`src/rtl/flasher_pkg.sv`:
```
// Shared types and segment table for the bound-flasher lamp sequencer.
// Segments run S1..S6 after a flick; IDLE is encoding 0 so seg reads 0 when stopped.
package flasher_pkg;

  typedef enum logic [2:0] {
    IDLE = 3'd0,
    S1   = 3'd1,
    S2   = 3'd2,
    S3   = 3'd3,
    S4   = 3'd4,
    S5   = 3'd5,
    S6   = 3'd6
  } seg_e;

  // Count at which each segment ends, and its stepping direction (1 = up).
  localparam int SEG_TARGET [1:6] = '{6, 0, 11, 5, 16, 0};
  localparam bit SEG_UP     [1:6] = '{1'b1, 1'b0, 1'b1, 1'b0, 1'b1, 1'b0};

  // Boundary points where a flick kicks the bar back one segment.
  localparam int KB_LO = 6;
  localparam int KB_HI = 11;

endpackage

```
`src/rtl/step_timer.sv`:
```
// Step-rate divider: tick is high on every STEP_DIV-th enabled cycle.
// clr restarts the phase so the first tick lands STEP_DIV edges after a start.
module step_timer #(
  parameter int STEP_DIV = 1
) (
  input  logic clk,
  input  logic reset,
  input  logic clr,
  input  logic en,
  output logic tick
);

  localparam int            DW   = $clog2(STEP_DIV + 1);
  localparam logic [DW-1:0] LAST = DW'(STEP_DIV - 1);

  logic [DW-1:0] div_q;

  assign tick = en && (div_q == LAST);

  always_ff @(posedge clk or negedge reset) begin
    if (!reset) begin
      div_q <= '0;
    end else if (clr) begin
      div_q <= '0;
    end else if (en) begin
      div_q <= tick ? '0 : div_q + 1'b1;
    end
  end

endmodule

```
`src/rtl/flasher_seq_ctrl.sv`:
```
// Bound-flasher sequencer: walks the lit-lamp count through six segments on step ticks
// and drives the lamp bar as a registered thermometer code. seg exposes the FSM state.
module flasher_seq_ctrl
  import flasher_pkg::*;
#(
  parameter int NLAMP    = 16,
  parameter int STEP_DIV = 1
) (
  input  logic             clk,
  input  logic             reset,
  input  logic             flick,
  output logic [NLAMP-1:0] lamp,
  output logic             busy,
  output logic [2:0]       seg,
  output logic             done
);

  localparam int CW = $clog2(NLAMP + 1);

  seg_e             state_q, state_d;
  logic [CW-1:0]    count_q, count_d;
  logic [NLAMP-1:0] lamp_q, lamp_d;
  logic             done_q, done_d;
  logic             tick;

  step_timer #(.STEP_DIV(STEP_DIV)) u_step_timer (
    .clk   (clk),
    .reset (reset),
    .clr   (state_q == IDLE),
    .en    (state_q != IDLE),
    .tick  (tick)
  );

  always_ff @(posedge clk or negedge reset) begin
    if (!reset) begin
      state_q <= IDLE;
      count_q <= '0;
      lamp_q  <= '0;
      done_q  <= 1'b0;
    end else begin
      state_q <= state_d;
      count_q <= count_d;
      lamp_q  <= lamp_d;
      done_q  <= done_d;
    end
  end

  always_comb begin
    state_d = state_q;
    count_d = count_q;
    done_d  = 1'b0;
    lamp_d  = '0;
    case (state_q)
      IDLE: begin
        count_d = '0;
        if (flick) state_d = S1;
      end
      S1, S2, S3, S4, S5, S6: begin
        if (tick) begin
          // Saturating step; the segment table never asks for more, so this only guards.
          if (SEG_UP[state_q]) begin
            count_d = (count_q == CW'(NLAMP)) ? count_q : count_q + 1'b1;
          end else begin
            count_d = (count_q == '0) ? count_q : count_q - 1'b1;
          end
          if (count_d == CW'(SEG_TARGET[state_q])) begin
            if (state_q == S6) begin
              state_d = IDLE;
              done_d  = 1'b1;
            end else begin
              state_d = seg_e'(state_q + 3'd1);
            end
          end else if (flick && state_q == S3 && count_d == CW'(KB_LO)) begin
            state_d = S2;
          end else if (flick && state_q == S5 && count_d == CW'(KB_HI)) begin
            state_d = S4;
          end
        end
      end
      default: begin
        state_d = IDLE;
        count_d = '0;
      end
    endcase
    for (int i = 0; i < NLAMP; i++) begin
      lamp_d[i] = (CW'(i) < count_d);
    end
  end

  assign lamp = lamp_q;
  assign busy = (state_q != IDLE);
  assign seg  = state_q;
  assign done = done_q;

endmodule

```
`config.mk`:
```
export PLATFORM = sky130hd
export DESIGN_NAME = flasher_seq_ctrl
export DESIGN_NICKNAME = d
export VERILOG_FILES = /design/src/rtl/flasher_pkg.sv /design/src/rtl/step_timer.sv /design/src/rtl/flasher_seq_ctrl.sv
export SDC_FILE = /design/constraint.sdc
export NUM_CORES = 1
export LEC_CHECK = 0
export ABC_AREA = 0
export CAP_MARGIN = 20
export CORE_ASPECT_RATIO = 0.6
export CORE_MARGIN = 5
export CORE_UTILIZATION = 60
export CTS_CLUSTER_DIAMETER = 60
export DETAILED_ROUTE_END_ITERATION = 7
export GPL_TIMING_DRIVEN = 0
export PLACE_DENSITY = 0.85
export RECOVER_POWER = 100
export SYNTH_ARGS = -nofsm -noshare
export SYNTH_HDL_FRONTEND = slang
export SYNTH_HIERARCHICAL = 1
export SYNTH_SLANG_ARGS = --single-unit
export TNS_END_PERCENT = 10
```
`constraint.sdc`:
```
create_clock -name clk -period 4.5 [get_ports clk]
set_input_delay 0.45 -clock clk [delete_from_list [all_inputs] [get_ports clk]]
set_output_delay 0.45 -clock clk [all_outputs]
set_load 0.02 [all_outputs]
```
======== Yosys cells after proc, flatten, opt, wreduce, memory -nomap -nowiden ========
Memory sizes are Yosys's and may differ from the RTL's.
Cells that the tools add are included.
cells by class
  add/subtract/negate cells ............... 4
  $mul .................................... 0
  div/mod/pow operators ................... 0
  magnitude comparators ................... 17
  eq/ne operators ......................... 13
  shift-type cells ........................ 0
  multiplexer cells ....................... 25
  bitwise operators ....................... 2
  reductions and logical operators ........ 11
operators with widths
  kind                                                      count
  2-to-1 mux 5 bit                                          9
  < comparator 4 x 5 -> 1 bit, first input constant         8
  < comparator 3 x 5 -> 1 bit, first input constant         4
  2-to-1 mux 3 bit                                          6
  < comparator 1 x 5 -> 1 bit, first input constant         2
  < comparator 2 x 5 -> 1 bit, first input constant         2
  == test 3 bit, second input constant                      3
  2-to-1 mux 1 bit                                          9
  == test 3 x 2 -> 1 bit, second input constant             2
  one-hot mux 3 bit (2 select lines)                        1
  OR reduction 6 bit                                        1
  adder 5 x 1 -> 5 bit, second input constant               1
  == test 5 x 3 -> 1 bit, second input constant             1
  == test 5 x 4 -> 1 bit, second input constant             1
  == test 5 bit                                             1
  == test 5 bit, second input constant                      1
  logical AND 1 bit                                         5
  logical NOT 5 bit                                         1
  subtractor 5 x 1 -> 5 bit, second input constant          1
  greater-or-equal comparator 4 bit, second input constant  1
  inequality test 4 bit, second input constant              1
  NOT 3 -> 4 bit                                            1
  adder 3 x 1 -> 3 bit, second input constant               1
  == test 3 x 1 -> 1 bit, second input constant             1
  8 further kinds                                           8
storage, ports and cells
  flip-flop bits (word level) ............. 26
  bits in latches ......................... 0
  RAM bits ................................ 0
  memory bits (read-only) ................. 264
  input bits .............................. 3
  output and inout port bits .............. 21
  word-level logic and storage cells ...... 79
  memories kept ........................... 2
memory list
  name              words  bits a word  read ports  clocked after Yosys merged registers in  wr ports  line                    source
  (name not given)  8      32           1           0                                        0         flasher_seq_ctrl.sv:66  if (count_d == CW'(SEG_TARGET[state_q])) begin
  (name not given)  8      1            1           0                                        0         flasher_seq_ctrl.sv:61  if (SEG_UP[state_q]) begin

======== Depth between registers and ports, before layout ========
  depth after elaboration ................. 14
  gate-level depth with buffers ........... 13
  depth with buffers taken out ............ 10

======== Cells and area by module ========
The synthesis kept the hierarchy.
modules (own cells, without submodules)
  module            times used  cells each  area each (um^2)  sequential area each (um^2)
  flasher_seq_ctrl  1           219         1,915.6           600.6
  step_timer        1           3           46.3              25.0

======== Least setup slack after synthesis ========
Ideal clock, no wire load.
  path type ............................... register -> register
  start point ............................. register count_q[0]
  end point ............................... register state_q[2], in the netlist seg[2]
  library setup time ...................... 0.128 ns
  data arrival time ....................... 2.883 ns
  data required time ...................... 4.372 ns
  path slack .............................. 1.490 ns
  stages on the path, launching flop included .. 13
  period minus slack after synthesis ...... 3.010 ns
  path through ............................ dfrtp_1 -> buf_2 -> inv_1 -> ha_1 -> or3b_1 -> buf_6 -> nor2_2 -> o21ai_1 -> o22a_2 -> mux2i_1 -> a2111oi_2 -> a211oi_1 -> mux2_1
between the ends
  word-level cells in the longest chain between the ends .. 11
ends and longest elaborated chain
  item                                                     line                                            source
  from (decl)                                              flasher_seq_ctrl.sv:21                          logic [CW-1:0] count_q, count_d;
  from (signal assigned)                                   flasher_seq_ctrl.sv:42                          count_q <= count_d;
  subtractor 5 x 1 -> 5 bit, or another cell as far along  flasher_seq_ctrl.sv:64                          count_d = (count_q == '0) ? count_q : count_q - 1'b1;
  2-to-1 mux 5 bit, on equally long branches               flasher_seq_ctrl.sv:64, flasher_seq_ctrl.sv:62
  2-to-1 mux 5 bit *                                       flasher_seq_ctrl.sv:61
  2-to-1 mux 5 bit *                                       flasher_seq_ctrl.sv:59                          if (tick) begin
  2-to-1 mux 5 bit *                                       flasher_seq_ctrl.sv:53                          case (state_q)
  == test 5 x 3 -> 1 bit                                   flasher_seq_ctrl.sv:73                          end else if (flick && state_q == S3 && count_d == CW'(KB_LO)) begin
  logical AND 1 bit                                        flasher_seq_ctrl.sv:73
  2-to-1 mux 3 bit                                         flasher_seq_ctrl.sv:73
  2-to-1 mux 3 bit                                         flasher_seq_ctrl.sv:66
  2-to-1 mux 3 bit                                         flasher_seq_ctrl.sv:59
  one-hot mux 3 bit (2 select lines)                       flasher_seq_ctrl.sv:53
  to (signal assigned)                                     flasher_seq_ctrl.sv:41                          state_q <= state_d;
  to (decl)                                                flasher_seq_ctrl.sv:20                          seg_e state_q, state_d;
Every way passes the cells marked *; elsewhere a longest branch is shown, timed or not. The select of a mux whose other input is x is not followed.
A chain may end at the register's enable or synchronous reset.

======== Final worst setup path ========
Ends and elaborated chain as after synthesis.

==> reports/summary.txt <==
================================================================================
Number of hold-repair buffers added at the cts stage                           0
Placeable Area                                                          3203 um2
Net total in the final layout                                                257
WP data arrival                                                          4.06 ns
Global-route wire length before repair                                  8.562 mm
Setup WS pre-CTS                                                        1.018 ns
Total congestion overflow                                                      0
Critical path buffer and inverter count                                        2
Minimum clock period                                                    3.909 ns
Horizontal extent of the die                                            83.82 um
Mean instance size in the synthesized netlist                          8.837 um2
Cell area after layout                                                  2288 um2
Total clock buffers created by CTS                                             3
Type of the worst setup path                                          reg -> reg
Actual slew at the worst max-slew pin                                  0.7603 ns
Dpl cell area                                                           2248 um2
Clk slew on worst S/H paths                                              0.08 ns
Routability congestion estimate from global placement                     0.9979
Fraction of the yosys area taken by sequential cells                      31.89%
Antenna diode instance count                                                   0
Final number of max-transition violations                                      0
Worst setup EP type                                                    flip-flop
Worst-case headroom to the max-slew limit                                 49.32%
Floorplan row count                                                           16
Warnings, synthesis                                                            6
Slowest stage cell on the critical path                                 a211oi_1
RSZ-0062 raised after global routing                                       false
#FFs+latches synth                                                            25
Minimum setup slack in the final design                                0.5910 ns
Count of flip-flops with a built-in enable after synthesis                     0
Initial Utilization                                                       61.25%
I/O Buffers                                                                   23
DRC violation count after routing                                              0
Kind of start point of the critical path                               flip-flop
Synthesized instance count                                                   222
Count of different cell masters after synthesis                               68
Count of final hold-check violations                                           0
Proportion of layout cells with a drive suffix above 1                    11.60%
Pin count of the biggest net entering global routing                          26
Total power per unit cell area                                      811.1 nW/um2
Number of inserted filler cells in the final layout                          256
Clk buf depth                                                                  2
Share of synthesized flip-flops with an asynchronous set or reset         100.0%
Share of the clock period used by the worst path                          86.87%
Total of max-cap violations                                                    0
Wire per inst                                                           18.32 um
Via count normalized by instance count                                     6.251
P&R area growth vs syn                                                    16.65%
Number of iterations in the first detailed-routing pass                        5
Critical-path maximum fanout                                                  10
Total negative slack                                                        0 ns
Post-Route WL                                                           5.403 mm
Type of the most critical hold path                                  in -> async
Cell area after technology mapping                                      1962 um2
Final setup violation count                                                    0
Antenna violation net count after detailed routing                             0
Via count of the first global-routing pass                                  1655
Leak                                                                    1.054 nW
DP Cell Count                                                                290
HPWL after detailed placement                                           3.962 mm
Cell-by-cell listing of the critical path                           clkbuf_1 -> inv_1 -> ha_1 -> nor3b_4 -> nand2_1 -> a21oi_1 -> o22a_1 -> mux2i_1 -> a211oi_1 -> a2111oi_0 -> mux2_1
CTS tree                                                                    done
Worst supply voltage drop on vdd                                       0.4263 mV
Top FF cell, synth                                                       dfrtp_1
Core occupancy in the finished layout                                     71.45%
Max stage delay on crit path                                             0.56 ns
Antenna violations before repair                                               0
I/O Pins                                                                      24
Full die area                                                           4551 um2
Total setup buffers inserted after CTS                                         0
Resized Gates After CTS                                                        0
Violation count after the first detailed-route iteration                     202
GR Util All Layers                                                        24.15%
Post-synth net total                                                         228
Data required time at the worst endpoint                                 4.65 ns
CTS Root Cell                                                           clkbuf_8
Clock latency on the worst-skew pair                                     0.27 ns
Run status                                                             completed
Sink Count                                                                    25
Clock H-tree levels                                                            1
Via Count                                                                   1844
Fmax                                                                  0.2558 GHz
Number of standard cells in the layout, taps in and fillers out              295
Floorplan die height                                                    54.30 um
CP delay by family, top                                             compound AO/OA/AOI/OAI gates
Final clock skew                                                     0.007726 ns
================================================================================
==> final timing paths <==
check	startpoint	endpoint	slack, ns	depth (start not counted)
max	count_q[0]	seg[2]	0.59	11
min	reset	lamp[11]	0.56	1
max reg2reg	count_q[0]	seg[2]	0.59	11
min reg2reg	u_step_timer/div_q	u_step_timer/div_q	0.56	1
max in group asynchronous	reset	done	2.90	2
min in group clk	u_step_timer/div_q	u_step_timer/div_q	0.56	1
==> metal layers <==
metal,track usage [%],vias to the layer above,part of all wire [%]
met2,36.54,98,43
met4,3.476,0,0.15
met5,0,-,0
met1,36.55,880,48
met3,4.962,2,8.9
li1,-,864,-
==> cells by family (layout without fill, tap and decap cells) <==
group	count (synthesis)	count (layout)	synth area share, %
muxes	11	11	5.676
AOI/OAI and AO/OA	67	67	27.55
adders and majority gates	3	3	1.913
DFF	25	25	31.89
xor gates and xnor gates	7	7	3.508
buffers and inverters	32	60	7.971
and+or+nand+nor	77	77	21.49
==> worst reg2reg max path: stages, from the launching register on <==
cell	delay, ns
dfrtp_1	0.47
clkbuf_1	0.31
inv_1	0.22
ha_1	0.35
nor3b_4	0.48
nand2_1	0.14
a21oi_1	0.18
o22a_1	0.34
mux2i_1	0.18
a211oi_1	0.56
a2111oi_0	0.22
mux2_1	0.33
==> metrics by stage <==
stage	power [mW]	hold slack, ns
4_1_cts	1.860	0.5631
5_1_grt	1.984	0.5801
3_5_place_dp	1.724	0.5460
3_3_place_gp	1.702	0.5009
6_report	1.856	0.5558
2_1_floorplan	1.356	0.1544
==> final cells by class <==
type | instances | area, um2 | share of cell area [%]
buffer | 17 | 98.84 | 4.319
clock buffer | 3 | 41.29 | 1.804
clock inverter | 1 | 5.005 | 0.2187
inverter | 15 | 56.30 | 2.460
multi-input combinational | 165 | 1171 | 51.18
sequential | 25 | 625.6 | 27.34
tap | 45 | 56.30 | 2.460
timing repair buffer | 24 | 234.0 | 10.22
==> report_power, final <==
| group | leakage [nW] | internal (mW) | switching [mW] |
|---|---|---|---|
| Clock | 0.0255 | 0.0619 | 0.0666 |
| Sequential | 0.333 | 0.294 | 0.0438 |
| Combinational | 0.695 | 0.514 | 0.876 |
==> layout by cell type (no fill, tap or decap), types with 3 or more instances in the layout <==
cell type / n
clkbuf_8: 3
a21oi_1: 10
buf_2: 4
ha_1: 3
a2111oi_0: 3
inv_1: 14
nand2_1: 28
dlygate4sd3_1: 22
and2b_1: 3
buf_6: 3
clkbuf_1: 9
nor3_1: 6
dfrtp_1: 25
o21ai_0: 10
o31ai_1: 5
nand3_1: 4
a21o_1: 3
mux2i_1: 10
a211oi_1: 6
nor2_1: 14
xnor2_1: 5
==> registers in the layout, summed over array words and instances (netlist names) <==
name,cells
lamp,15
count_q,5
seg,3
done,1
u_step_timer/div_q,1
==> synthesized netlist by cell type, drive strengths merged (3+ instances only) <==
cell type  instances  area (um2)
nand2             28       105.1
dfrtp             25       625.6
inv               15       56.30
nor2              15       58.81
a21oi             13       83.84
o21ai             11       55.05
buf               10       73.81
mux2i             10       100.1
nor3               8       56.31
clkbuf             7       26.28
a211oi             6       45.04
xnor2              6       60.06
a2111oi            5       70.07
o31ai              5       37.54
nand3              4       20.02
a21o               3       22.52
and2b              3       23.77
ha                 3       37.54
nand2b             3       26.27
nor3b              3       38.79
Power figures use the tool's default switching activity.
